**src/rtl/uart_rx_fifo.sv**
```systemverilog
// Receive FIFO between the UART receiver and the register interface.
// Optional fill-level interrupt is built only when UART_RX_FIFO_THRESH_EN is defined.
module uart_rx_fifo #(
   parameter int unsigned DATA_W = 8,
   parameter int unsigned DEPTH  = 16,
   parameter int unsigned ADDR_W = 4
) (
   input  logic              clk,
   input  logic              reset,
   input  logic              wr_valid_i,
   input  logic [DATA_W-1:0] wr_data_i,
   input  logic              rd_en_i,
   input  logic              clr_ovf_i,
   output logic [DATA_W-1:0] rd_data_o,
   output logic              rd_valid_o,
   output logic              empty_o,
   output logic              full_o,
   output logic [ADDR_W:0]   count_o,
   output logic              overflow_o,
   input  logic [ADDR_W:0]   thresh_i,
   output logic              level_irq_o
);

   localparam logic [ADDR_W:0] DepthCount = (ADDR_W+1)'(DEPTH);

   logic [DATA_W-1:0] mem_q [DEPTH];

   logic [ADDR_W-1:0] wr_ptr_q, wr_ptr_d;
   logic [ADDR_W-1:0] rd_ptr_q, rd_ptr_d;
   logic [ADDR_W:0]   count_q, count_d;
   logic [DATA_W-1:0] rd_data_q, rd_data_d;
   logic              rd_valid_q, rd_valid_d;
   logic              overflow_q, overflow_d;

   logic empty, full;
   logic rd_acc, wr_acc, wr_drop;

   assign empty = (count_q == '0);
   assign full  = (count_q == DepthCount);

   // A read on a full FIFO frees the slot the same-cycle write needs.
   assign rd_acc  = rd_en_i && !empty;
   assign wr_acc  = wr_valid_i && (!full || rd_acc);
   assign wr_drop = wr_valid_i && full && !rd_acc;

   always_comb begin
      wr_ptr_d   = wr_ptr_q;
      rd_ptr_d   = rd_ptr_q;
      count_d    = count_q;
      rd_data_d  = rd_data_q;
      rd_valid_d = 1'b0;
      overflow_d = overflow_q;

      if (wr_acc) begin
         wr_ptr_d = wr_ptr_q + ADDR_W'(1);
      end

      if (rd_acc) begin
         rd_ptr_d   = rd_ptr_q + ADDR_W'(1);
         rd_data_d  = mem_q[rd_ptr_q];
         rd_valid_d = 1'b1;
      end

      unique case ({wr_acc, rd_acc})
         2'b10:   count_d = count_q + (ADDR_W+1)'(1);
         2'b01:   count_d = count_q - (ADDR_W+1)'(1);
         default: count_d = count_q;
      endcase

      if (wr_drop) begin
         overflow_d = 1'b1;
      end else if (clr_ovf_i) begin
         overflow_d = 1'b0;
      end
   end

   always_ff @(posedge clk) begin
      if (reset) begin
         wr_ptr_q   <= '0;
         rd_ptr_q   <= '0;
         count_q    <= '0;
         rd_data_q  <= '0;
         rd_valid_q <= 1'b0;
         overflow_q <= 1'b0;
      end else begin
         wr_ptr_q   <= wr_ptr_d;
         rd_ptr_q   <= rd_ptr_d;
         count_q    <= count_d;
         rd_data_q  <= rd_data_d;
         rd_valid_q <= rd_valid_d;
         overflow_q <= overflow_d;
      end
   end

   // Storage is not reset; it is only ever read behind a valid count.
   always_ff @(posedge clk) begin
      if (!reset && wr_acc) begin
         mem_q[wr_ptr_q] <= wr_data_i;
      end
   end

`ifdef UART_RX_FIFO_THRESH_EN
   logic level_irq_q, level_irq_d;

   always_comb begin
      level_irq_d = (count_d >= thresh_i);
   end

   always_ff @(posedge clk) begin
      if (reset) begin
         level_irq_q <= 1'b0;
      end else begin
         level_irq_q <= level_irq_d;
      end
   end

   assign level_irq_o = level_irq_q;
`else
   logic unused_thresh;
   assign unused_thresh = ^thresh_i;
   assign level_irq_o   = 1'b0;
`endif

   assign rd_data_o  = rd_data_q;
   assign rd_valid_o = rd_valid_q;
   assign empty_o    = empty;
   assign full_o     = full;
   assign count_o    = count_q;
   assign overflow_o = overflow_q;

endmodule

```
**config.mk**
```make
export PLATFORM = sky130hd
export DESIGN_NAME = uart_rx_fifo
export DESIGN_NICKNAME = d
export VERILOG_FILES = /design/src/rtl/uart_rx_fifo.sv
export SDC_FILE = /design/constraint.sdc
export NUM_CORES = 1
export LEC_CHECK = 0
export ABC_CLOCK_PERIOD_IN_PS = 2900
export CAP_MARGIN = 10
export CORE_UTILIZATION = 44
export CTS_BUF_LIST = sky130_fd_sc_hd__clkbuf_4
export CTS_CLUSTER_SIZE = 30
export DETAILED_ROUTE_END_ITERATION = 6
export DONT_BUFFER_PORTS = 1
export SLEW_MARGIN = 20
export SYNTH_ARGS = -nofsm -noshare
export SYNTH_HDL_FRONTEND = slang
export SYNTH_SLANG_ARGS = --single-unit
```
**constraint.sdc**
```tcl
create_clock -name clk -period 2.9 [get_ports clk]
set_input_delay 0.725 -clock clk [delete_from_list [all_inputs] [get_ports clk]]
set_output_delay 0.725 -clock clk [all_outputs]
set_load 0.03 [all_outputs]
```
# Word-level counts from Yosys, hierarchy flattened
# Memories as Yosys holds them, arrays and structs flattened. A register that Yosys moved wholly into a read port is not among the register bits.
# Index checks and enable logic that the tools add are counted.
# classes
n_addsub,4
eq_ne,3
mux,6
reduce_logical,13
# op_table
op,n
$pmux 5 s2,1
$add 4x1->4 const B,2
$add 5x1->5 const B,1
$eq 5x5->1 const B,1
$logic_and 1x1->1,5
$logic_not 5->1,1
$mux 1,5
$sub 5x1->5 const B,1
$logic_not 1->1,4
$reduce_bool 2->1,2
$eq 2x1->1 const B,1
$eq 2x2->1 const B,1
$logic_or 1x1->1,1
# word_totals
register_bits,15
ram_bits,128
inputBits,18
output_inout_bits,18
elab_cells,32
n_memories,1
# memory_table
memory,words,word_bits,rd,rd_clocked_by_memory_dff,wr,line_no,source
mem_q,16,8,1,1,1,26,logic [DATA_W-1:0] mem_q [DEPTH];

# Depth between registers and ports, before layout
# logic_depth
ltp_word,8
ltp_mapped,11
ltp_nobuf,9

# Worst setup path after synthesis
# No wires, ideal clock.
# synth_timing
path_kind,in2reg
start,in rd_en_i
end,"reg count_q[4], in the netlist count_o[4]"
arrival_time_ns,2.844
slack_ns,-0.039
stages,10
n_path_buf,2
path_cell_list,buf_2 > o21ai_2 > buf_4 > nor2_1 > inv_1 > fa_1 > nand2b_1 > a21oi_1 > mux2_2 > a221oi_1
# synth_via
elab_chain_len,5
word_cells_on_any_way,7
# synth_rtl
item,line_no,source
start: declaration,12,"input logic rd_en_i,"
$logic_and 1x1->1 *,42,assign rd_acc = rd_en_i && !empty;
$logic_or 1x1->1,43,assign wr_acc = wr_valid_i && (!full || rd_acc);
$logic_and 1x1->1,43,
$eq 2x1->1 or $eq 2x2->1 (tied branches),64,"unique case ({wr_acc, rd_acc})"
$pmux 5 s2 or $reduce_bool 2->1 (tied branches),n/a,
end signal: assignment,88,count_q <= count_d;
end: declaration,30,"logic [ADDR_W:0] count_q, count_d;"
# Mark *: on every way between the ends. The rest lies on a longest branch, timed or not.
# A chain may end at the register's enable or synchronous reset.

# Worst setup path in the final report
# layout_timing
start,"reg count_q[0], in the netlist count_o[0]"
end,out full_o
# layout_via
elab_chain_len,1
# layout_rtl
item,line_no,source
$eq 5x5->1,39,assign full = (count_q == DepthCount);
end: declaration,17,"output logic full_o,"
# Every way passes these cells.

==> results.cfg <==
[outcome]
status = finished, final reports clean

[sta]
post-route-period-util_pct = 91.7
finalSetupTns_ps = 0
fin_worst_skew_ps = 15.4
fin_crit_ps = 2660
layout_setup_ws_ps = 240
max_freq_mhz = 376
tightest_slew_ps = 848
slew_viol_final = 0
slew_headroom_pct = 43.2
setup_viol = 0
rsz0062_at_grt = false
hold_viol = 0

[detailed_routing]
wl_per_cell_microns = 21.2
drtAntennaViolNets = 0
via_per_inst = 5.58
first_pass_iters = 4
drc = 0
drt-initial-drc-count = 371
vias = 3245
routed_wirelength_mm = 12.3

[power]
combPwrFrac_pct = 23.4
power_frac_clock_pct = 23.4
intPower_uw = 3380
total_power_uw = 4980
p_leak_uw = 0.00207
p_sw_uw = 1600
swShare_pct = 32.2
ir_drop_mv = 0.335
powerDensity_nw_per_um2 = 748
pwr-share-seq_pct = 53.3

[critical_path]
cp_num_buf_inv = 1
crit_fanout = 8
crit_path_cell_trace = or4_1, buf_4, nor2_2
cp_top_family = simple AND/OR/NAND/NOR gates
slowest_delay_ps = 550
crit_type = reg -> out
timing.rr.start = count_o[0]
startpoint = count_o[0]
path_depth = 3
slowest_stage = or4_1
worstPathRequired_ps = 2170
cp-start-kind = flip-flop
end_kind = output pin
reg2reg_setup_slack_ps = 350
arrival_ps = 1940
r2r-end = count_o[4]
reg2regPathDepth = 8

[placement]
dp_slack_ps = 187
placed_area_sq_um = 6400
portBuffers = 0
dp_hpwl_mm = 7.96
gp_congestion = 0.769

[yosys]
syn_area_per_cell_sq_um = 16.2
seq_area_frac_synth_pct = 69.8
syn_nets = 407
yosysTopAreaCell = edfxtp_1
synth_seq_cells = 151
yosys_warnings = 0
synthFlopType = edfxtp_1
synth_edf_count = 128
synth_top_area_share_pct = 62.3
synthTopCellsByArea = edfxtp_1, dfxtp_1, mux4_2
yosys.cell_types.count = 51
netlist_instances = 380
synthArstFlopShare_pct = 0
synth_area_sq_um = 6170

[die]
ios = 36
die_area_sq_um = 14500
rows = 42
core_area_sq_um = 13500
die_y_microns = 120
initial_core_util_pct = 45.9
fp.dieW_microns = 120

[global_routing]
grtUsageMet2_pct = 29.9
grt_pass1_vias = 3334
grt_busiest_layer = met2
met3_usage_pct = 4.53
grt_pass1_wl_mm = 19.1
met1_usage_pct = 24.6
grt_max_degree = 32
antenna_found_initial = 1
grt_use_total_pct = 18.7
globalRouteOverflowTotal = 0

[clock_network]
clockBufferDepth = 2
clk_latency_ps = 540
cts_buffers = 17
cts_tree = built
cts_sinks = 151
post_cts_buffers = 0
clock-root-buffer = clkbuf_4
cts_max_level = 4
clkTransAtPathRegs_ps = 120

[finish]
layout_commonest_cell = edfxtp_1
drive_gt1_share_pct = 18.0
fillers = 1161
final_nets = 419
final_area_sq_um = 6660
layout_common_cells = edfxtp_1, nor2_1, mux2i_1
syn_to_final_growth_pct = 7.91

[min_path]
hp-class = in -> reg
worstHoldStart = reset
holdPathEnd = overflow_o
hold_depth = 1

[flow_run]
drv_cap = 0
-- per-layer routing --
metal  vias to the layer above  part of all wire (%)
met2                        74                    50
met5                         -                     0
li1                       1506                     -
met1                      1654                    42
met3                        11                   5.9
met4                         0                   1.7
-- stage by stage --
| stage | cells | util, % | hold WS, ps |
|---|---|---|---|
| floorplan | 380 | - | 509 |
| global placement | 549 | 47.6 | 555 |
| detailed placement | 549 | 47.6 | 553 |
| CTS | 581 | 49.5 | 182 |
| global route | 582 | 49.5 | 172 |
| finish | 582 | 49.5 | 244 |
-- state kept, by name (all words and copies together) (netlist names) --
name and flops:
rd_valid_o 1, mem_q 128, wr_ptr_q 4, rd_data_o 8, count_o 5, rd_ptr_q 4, overflow_o 1
-- worst reg2reg max path: stages, from the launching register on --
cell,delay [ps]
dfxtp_1,320
or4_1,550
o21ai_2,150
nor2_1,120
ha_1,360
nand2b_1,80
a21oi_2,250
mux2_2,370
a221oi_1,260
-- power by group through the flow --
stage	sequential, uW	combinational [uW]	clock, uW
finish	2650	1170	1160
global route	2670	1270	1290
CTS	2660	1180	1200
detailed placement	2710	1170	0
global placement	2700	1150	0
floorplan	2760	859	0
-- worst max-delay path by stage --
stage | slack (ps) | end
global route | 120 | full_o
CTS | 10 | full_o
global placement | 300 | count_o[4]
detailed placement | 190 | count_o[4]
floorplan | 30 | count_o[4]
finish | 240 | full_o
-- synthesized netlist by cell type, types with 3 or more instances --
cell type and n:
edfxtp_1 128, nor2_1 41, mux2i_1 35, dfxtp_1 23, mux4_2 16, o22ai_1 16, buf_2 9, ha_1 8
nor3_1 8, nor4_1 8, a22o_1 7, nand2_1 7, inv_1 6, nand2b_1 6, a21oi_1 4, buf_1 4
clkbuf_1 4, xor2_1 4, mux2_4 3, nand3b_1 3, nor2b_1 3, or3_1 3
-- timing repair --
action	4_1_cts	5_1_grt
hold buffers	0	0
endpoints found under the setup margin	0	1
gates resized for setup	0	1
-- final cells by class --
type	instances	area (sq um)	area share (%)
Tap cell	176	220	3.31
Inverter	7	26.3	0.395
Sequential cell	151	4310	64.7
Clock buffer	19	143	2.14
Clock inverter	13	106	1.60
Antenna cell	1	2.50	0.0376
Timing Repair Buffer	13	110	1.65
Multi-Input combinational cell	202	1740	26.2
-- kinds of logic after synthesis --
logic type	synth area share, %
AO/OA/AOI/OAI	5.46
XOR/XNOR	0.852
adder cells (fa/ha/maj)	1.95
buffers and inverters	2.07
flip-flops	69.8
multiplexers	12.8
other	0.0608
AND/OR/NAND/NOR	7.06
No activity file was read; power rests on OpenSTA's default activity.
